<file path="config.mk">
export PLATFORM = sky130hd
export DESIGN_NAME = gpif_wrr_sched
export DESIGN_NICKNAME = d
export VERILOG_FILES = /design/src/rtl/gpif_wrr_sched.sv
export SDC_FILE = /design/constraint.sdc
export NUM_CORES = 1
export LEC_CHECK = 0
export BUFFER_PORTS_ARGS = -buffer_cell sky130_fd_sc_hd__buf_2
export CAP_MARGIN = 20
export CORE_ASPECT_RATIO = 0.7
export CORE_MARGIN = 2
export CORE_UTILIZATION = 40
export CTS_BUF_LIST = sky130_fd_sc_hd__clkbuf_4
export DETAILED_ROUTE_END_ITERATION = 6
export PLACE_DENSITY_LB_ADDON = 0.3
export SKIP_CTS_REPAIR_TIMING = 1
export SLEW_MARGIN = 20
export SYNTH_ARGS = -nofsm -noshare
export SYNTH_HDL_FRONTEND = slang
export SYNTH_SLANG_ARGS = --single-unit
</file>
<file path="constraint.sdc">
create_clock -name clk_i -period 2.7 [get_ports clk_i]
set_input_delay 0.27 -clock clk_i [delete_from_list [all_inputs] [get_ports clk_i]]
set_output_delay 0.27 -clock clk_i [all_outputs]
set_load 0.005 [all_outputs]
</file>
<file path="src/rtl/gpif_wrr_sched.sv">
// rtl/gpif_wrr_sched.sv - weighted round-robin GPIF-II slave-FIFO bus scheduler
module gpif_wrr_sched #(
    parameter int TurnCycles = 3,
    parameter int WgtWidth   = 4,
    parameter int TmoWidth   = 16
) (
    input  logic                  clk_i,
    input  logic                  rst_i,
    input  logic                  en_i,
    input  logic [3:0]            port_en_i,
    input  logic [3:0]            req_i,
    input  logic [4*WgtWidth-1:0] wgt_i,
    input  logic [TmoWidth-1:0]   tmo_lmt_i,
    output logic [3:0]            strt_o,
    input  logic [3:0]            done_i,
    output logic [1:0]            SLADDR_o,
    output logic                  SLCSn_o,
    output logic                  SLOEn_o,
    output logic [1:0]            dpoMuxSel_o,
    output logic                  tmo_o,
    output logic [1:0]            tmo_port_o,
    output logic                  busy_o
);

    localparam int TcW = (TurnCycles > 1) ? $clog2(TurnCycles) : 1;

    typedef enum logic [2:0] {
        S_IDLE,
        S_ADDR,
        S_STRT,
        S_WAIT,
        S_NEXT,
        S_RLS
    } state_t;

    state_t              state_q, state_d;
    logic [1:0]          g_q, g_d;
    logic [1:0]          lst_q, lst_d;
    logic [WgtWidth-1:0] credit_q, credit_d;
    logic [TmoWidth-1:0] tcnt_q, tcnt_d;
    logic [TcW-1:0]      turn_q, turn_d;
    logic [3:0]          strt_q, strt_d;
    logic [1:0]          sladdr_q, sladdr_d;
    logic                slcsn_q, slcsn_d;
    logic                sloen_q, sloen_d;
    logic [1:0]          mux_q, mux_d;
    logic                tmo_q, tmo_d;
    logic [1:0]          tmo_port_q, tmo_port_d;
    logic                busy_q, busy_d;

    logic [3:0]          elig;
    logic                arb_hit;
    logic [1:0]          arb_g;
    logic [1:0]          arb_idx;
    logic [WgtWidth-1:0] wgt_sel;

    assign elig = req_i & port_en_i & {4{en_i}};

    // Scan from farthest to nearest so the nearest eligible port after lst wins.
    always_comb begin
        arb_hit = 1'b0;
        arb_g   = lst_q;
        arb_idx = lst_q;
        for (int k = 4; k >= 1; k--) begin
            arb_idx = lst_q + 2'(k);
            if (elig[arb_idx]) begin
                arb_hit = 1'b1;
                arb_g   = arb_idx;
            end
        end
    end

    assign wgt_sel = wgt_i[arb_g*WgtWidth +: WgtWidth];

    always_comb begin
        state_d    = state_q;
        g_d        = g_q;
        lst_d      = lst_q;
        credit_d   = credit_q;
        tcnt_d     = tcnt_q;
        turn_d     = turn_q;
        strt_d     = '0;
        sladdr_d   = sladdr_q;
        slcsn_d    = slcsn_q;
        sloen_d    = sloen_q;
        mux_d      = mux_q;
        tmo_d      = 1'b0;
        tmo_port_d = tmo_port_q;

        case (state_q)
            S_IDLE: begin
                if (arb_hit) begin
                    g_d      = arb_g;
                    lst_d    = arb_g;
                    credit_d = (wgt_sel == '0) ? WgtWidth'(1) : wgt_sel;
                    turn_d   = TcW'(TurnCycles - 1);
                    sladdr_d = arb_g;
                    slcsn_d  = 1'b0;
                    sloen_d  = (arb_g != 2'd0);
                    if (arb_g != 2'd0) mux_d = arb_g - 2'd1;
                    state_d  = S_ADDR;
                end
            end
            S_ADDR: begin
                if (turn_q == '0) begin
                    strt_d[g_q] = 1'b1;
                    state_d     = S_STRT;
                end else begin
                    turn_d = turn_q - 1'b1;
                end
            end
            S_STRT: begin
                tcnt_d  = '0;
                state_d = S_WAIT;
            end
            S_WAIT: begin
                tcnt_d = tcnt_q + 1'b1;
                // done takes priority over a timeout landing on the same cycle
                if (done_i[g_q]) begin
                    credit_d = credit_q - 1'b1;
                    state_d  = S_NEXT;
                end else if ((tmo_lmt_i != '0) && (tcnt_q == tmo_lmt_i - 1'b1)) begin
                    tmo_d      = 1'b1;
                    tmo_port_d = g_q;
                    credit_d   = '0;
                    slcsn_d    = 1'b1;
                    sloen_d    = 1'b1;
                    state_d    = S_RLS;
                end
            end
            S_NEXT: begin
                if ((credit_q != '0) && elig[g_q]) begin
                    strt_d[g_q] = 1'b1;
                    state_d     = S_STRT;
                end else begin
                    slcsn_d = 1'b1;
                    sloen_d = 1'b1;
                    state_d = S_RLS;
                end
            end
            S_RLS: begin
                state_d = S_IDLE;
            end
            default: begin
                state_d = S_IDLE;
            end
        endcase

        busy_d = (state_d != S_IDLE);
    end

    always_ff @(posedge clk_i) begin
        if (rst_i) begin
            state_q    <= S_IDLE;
            g_q        <= 2'd0;
            lst_q      <= 2'd3;
            credit_q   <= '0;
            tcnt_q     <= '0;
            turn_q     <= '0;
            strt_q     <= '0;
            sladdr_q   <= 2'd0;
            slcsn_q    <= 1'b1;
            sloen_q    <= 1'b1;
            mux_q      <= 2'd0;
            tmo_q      <= 1'b0;
            tmo_port_q <= 2'd0;
            busy_q     <= 1'b0;
        end else begin
            state_q    <= state_d;
            g_q        <= g_d;
            lst_q      <= lst_d;
            credit_q   <= credit_d;
            tcnt_q     <= tcnt_d;
            turn_q     <= turn_d;
            strt_q     <= strt_d;
            sladdr_q   <= sladdr_d;
            slcsn_q    <= slcsn_d;
            sloen_q    <= sloen_d;
            mux_q      <= mux_d;
            tmo_q      <= tmo_d;
            tmo_port_q <= tmo_port_d;
            busy_q     <= busy_d;
        end
    end

    assign strt_o      = strt_q;
    assign SLADDR_o    = sladdr_q;
    assign SLCSn_o     = slcsn_q;
    assign SLOEn_o     = sloen_q;
    assign dpoMuxSel_o = mux_q;
    assign tmo_o       = tmo_q;
    assign tmo_port_o  = tmo_port_q;
    assign busy_o      = busy_q;

endmodule

</file>
Yosys cells after proc, flatten, opt, wreduce, memory -nomap -nowiden
Cells that the tools add are included.

operators by class
  add/subtract/negate cells = 8
  multipliers = 0
  divide/modulo/power cells = 0
  magnitude comparators = 6
  equality and inequality tests = 11
  shift operators = 1
  muxes and demuxes = 47
  bitwise logic cells = 4
  reduce and logical (&&, ||, !) cells = 21

operators by type and width
  kind                                                        number
  case mux 16 bit (2 select lines)                            1
  2-to-1 mux 4 bit                                            6
  2-to-1 mux 1 bit                                            17
  adder 16 x 1 -> 16 bit, second input constant               1
  equality test 16 bit                                        1
  case mux 4 bit (2 select lines)                             2
  nonzero test 16 bit                                         1
  variable part select 16 x 5 -> 4 bit                        1
  subtractor 16 x 1 -> 16 bit, second input constant          1
  less-than comparator 2 x 3 -> 1 bit, second input constant  5
  2-to-1 mux 3 bit                                            5
  case mux 3 bit (5 select lines)                             1
  binary-select mux 1 bit (select 2 bit)                      6
  AND reduction 3 bit                                         4
  2-to-1 mux 2 bit                                            5
  != test 2 bit, second input constant                        5
  bitwise AND 4 bit                                           2
  nonzero test 2 bit                                          4
  equality test 3 x 2 -> 1 bit, second input constant         2
  case mux 1 bit (3 select lines)                             2
  nonzero test 3 bit                                          2
  AND reduction 5 bit                                         1
  adder 2 bit, second input constant                          2
  logical NOT 4 bit                                           1
  16 further kinds                                            20

word-level totals
  bits in registers = 41
  bits in latches = 0
  memory bits (writable) = 0
  ROM bits = 0
  input port bits = 47
  word-level logic and storage cells = 111
  memories = 0

Logic depth before layout (Yosys ltp)
  depth in word-level cells = 12
  mapped depth = 10
  depth with buffers taken out = 9

Worst setup path before layout
No wires, ideal clock.

  path type = input to register
  start point = input port tmo_lmt_i[1]
  end point = register credit_q[0]
  setup time = 0.117 ns
  data arrival time = 2.465 ns
  path slack = 0.118 ns
  stages = 8
  buffers on the path = 1
  cell sequence = or4_1 buf_2 or4_1 o311a_1 nor4_4 nand4_2 and2_4 a32o_1

on the way
  word-level cells in the longest chain between the ends = 5
  elaborated cells between the ends (all ways) = 6
  classes of those cells = add/sub (1); eq/ne (2); reduce/logical (3)

ends and longest elaborated chain
  item                                      RTL line  source
  from (decl)                               13        input logic [TmoWidth-1:0] tmo_lmt_i,
  subtractor 16 x 1 -> 16 bit               122       end else if ((tmo_lmt_i != '0) && (tcnt_q == tmo_lmt_i - 1'b1)) begin
  equality test 16 bit                      122
  logical AND 1 bit (*)                     122
  != test 3 bit (no source line) (*)        --
  AND reduction 3 bit (no source line) (*)  --
  to (signal assigned)                      172       credit_q <= credit_d;
  to (decl)                                 39        logic [WgtWidth-1:0] credit_q, credit_d;

Every way passes the cells marked *; elsewhere a longest branch is shown, timed or not.
A chain may end at the register's enable or synchronous reset.

Final worst setup path
  start point = register tcnt_q[0]
  end point = register tcnt_q[15]

on the way
  word-level cells in the longest chain between the ends = 2

ends and longest elaborated chain
  item                              RTL line  source
  from (decl)                       40        logic [TmoWidth-1:0] tcnt_q, tcnt_d;
  from (signal assigned)            173       tcnt_q <= tcnt_d;
  adder 16 x 1 -> 16 bit            117       tcnt_d = tcnt_q + 1'b1;
  case mux 16 bit (2 select lines)  90        case (state_q)

Every way passes these cells.

==> results.toml <==
[synth]
yosys_warnings = 0
netlist_area_um2 = 2846
ys.flop_type = "dfxtp_1"
syn_nets = 436
yosysMostFrequentCell = "dfxtp_1"
synthDistinctLibCells = 57
avgSynthCellArea_um2 = 7.432
synth_top_family_by_area = "simple AND/OR/NAND/NOR gates"
synth-compound-area-share = 0.2215
synth_xor_area_frac = 0.05231
synthTopCellsByCount = "dfxtp_1, nand2_1, nor2_1, a21oi_1"
ys_seq_area_frac = 0.2884
synthTopCellsByArea = "dfxtp_1, a21oi_1, nand2_1, nor2_1, xnor2_1"
ys_ff_latch = 41
synthAdderAreaFrac = 0.02637
async_reset_ff_frac = 0
netlist.area_leader.share = 0.2884
synth_area_leader_cell = "dfxtp_1"
synth_mux_area_frac = 0.05187
synth_edf_count = 0
synthSimpleGateAreaFrac = 0.3169
netlist_instances = 383

[sta]
grt_setup_unrepaired = "no"
skew_ns = 0.02392
fmax_mhz = 419.6
hold_viol_final = 0
relSlewSlack = 0.5209
setup_tns_ns = 0
worst_slew_pin_slew_ns = 0.7121
setup_violations = 0
timing.final.max_slew_violations = 0
finalCritPeriodShare = 0.8826
finalCriticalPeriod_ns = 2.383

[floorplan]
initial_utilization = 0.4174
die_area_um2 = 7818
core-area_um2 = 6819
die_w_um = 104.8
rows = 25
top_level_ports = 61
dieHeight_um = 74.58

[route]
first_pass_iters = 5
wl_per_cell_um = 14.87
routed.top_layer = "met4"
dr_wl_met2_mm = 3.339
drc = 0
ant_nets = 0
vias_per_cell = 5.673
wl_met3_um = 586
drt_iter0_drc = 197
drt-met1-wl_mm = 4.179
vias = 3109
wirelength_mm = 8.148

[worst_hold_path]
hp-start = "rst_i"
holdCritPathClass = "primary input to flip-flop"

[pwr]
p_leak_nw = 1.375
ir_drop_mv = 0.3137
power.density_nw_per_um2 = 499.0

[setup_path]
crit-reg2reg-launch = "tcnt_q[0]"
critPathRequiredTime_ns = 3.00
crit_end = "tcnt_q[15]"
reg2reg_slack_ns = 0.32
r2r-end = "tcnt_q[15]"
path_class = "flip-flop to flip-flop"
critPathLaunchType = "flip-flop"
startpoint = "tcnt_q[0]"
endpoint_kind = "flip-flop"
r2r_cells = 6
critical_path_arrival_ns = 2.68
crit_fanout = 6

[layout]
fin_nets = 506
final_area_um2 = 3441
fillers = 701
utilization = 0.5046
final_cells = 548
num_antenna_cells = 0
drive_gt1_frac = 0.2181
area_growth_pct = 20.88

[grt]
grt_max_degree = 30
grtUsageTotal = 0.2128
antenna_found_initial = 0
grt_pass1_wl_mm = 13.39
grt_pass1_vias = 2650
overflow = 0

[clock_tree]
clockRootBuffer = "clkbuf_4"
cts.path.max_buffers = 2
clock_latency_ns = 0.36
h-tree-depth = 2
clkTransAtPathRegs_ns = 0.14
cts_buffers = 5
cts_tree = "yes"
clock_sinks = 41

[placement]
dp_cells = 540
place_area_um2 = 3357
dp_hpwl_mm = 6.394
port_buffers = 60
gp_congestion = 0.9104

[run_status]
outcome = "complete, no violations"

[flow_run]
maxCapViolations = 0
-- layout make-up --
class	instances	area [um2]	share of cell area
clock buffer	6	45.04	0.01309
clock inverter	2	38.79	0.01127
inverter	13	48.80	0.01418
multi-input combinational	310	1904	0.5535
sequential	41	820.8	0.2385
tap	94	117.6	0.03418
timing repair buffer	82	465.4	0.1353
-- registers in the layout, summed over array words and instances (netlist names) --
register and cells:
dpoMuxSel_o 2, credit_q 4, SLCSn_o 1, SLOEn_o 1
tcnt_q 16, tmo_port_o 2, strt_o 4, turn_q 2
SLADDR_o 2, tmo_o 1, state_q 3, busy_o 1
lst_q 2
-- per-stage QoR --
step	power [mW]	hold WS (ns)	setup slack, ns
detailed placement	1.308	0.4718	-0.01926
floorplan	1.103	0.4500	0.1177
CTS	1.727	0.3538	0.3260
finish	1.717	0.3684	0.3169
global route	1.832	0.3648	0.09218
global placement	1.298	0.4668	0.01064
-- worst max-delay path, stage by stage (launching register included) --
cell and delay (ns):
dfxtp_1 0.50, nand3_1 0.24, nor4_1 0.56, and3_1 0.27
nand3_1 0.14, or4_1 0.48, a21oi_1 0.14
-- kinds of logic (layout without fill, tap and decap cells) --
group,count (synthesis),count (layout)
AND/OR/NAND/NOR,174,174
AO/OA/AOI/OAI,101,101
flip-flops,41,41
buffers and inverters,32,103
XOR/XNOR,17,17
multiplexers,12,12
adder cells (fa/ha/maj),6,6
-- power by group --
| group | leakage, nW | total, mW | switching, mW | internal, mW |
|---|---|---|---|---|
| registers | 0.333 | 0.706 | 0.0468 | 0.659 |
| logic | 0.996 | 0.596 | 0.347 | 0.249 |
| clock network | 0.0459 | 0.415 | 0.208 | 0.207 |
| total | 1.38 | 1.72 | 0.602 | 1.12 |
-- cells in the final DEF (no fill, tap or decap), drive strengths merged, types with 3 or more instances in the layout --
cell type,n
mux2i,8
nor2,40
or4,7
a21oi,34
nand2,40
inv,11
clkbuf,6
a22oi,3
buf,82
ha,6
or3,5
xor2,5
a31oi,7
and2,3
xnor2,12
o21ai,24
a211oi,4
nor4,13
dfxtp,41
o21a,5
nor3,16
nand2b,5
nand4,8
nand3b,3
and3,6
clkinv,3
nor2b,5
nand3,17
o211ai,4
-- how the worst min path moves through the flow --
stage	end	slack, ns	cells past startpoint
after floorplan	credit_q[1]	0.45	2
after global placement	dpoMuxSel_o[0]	0.47	2
after detailed placement	dpoMuxSel_o[0]	0.47	2
after CTS	tcnt_q[14]	0.35	3
after global routing	tcnt_q[14]	0.36	3
final	tcnt_q[14]	0.37	3
-- per-layer routing --
layer,vias up,track usage
met5,-,0
met4,0,0.03556
met3,4,0.03330
met2,109,0.3016
met1,1440,0.3385
li1,1556,-
No activity file was read; power rests on OpenSTA's default activity.
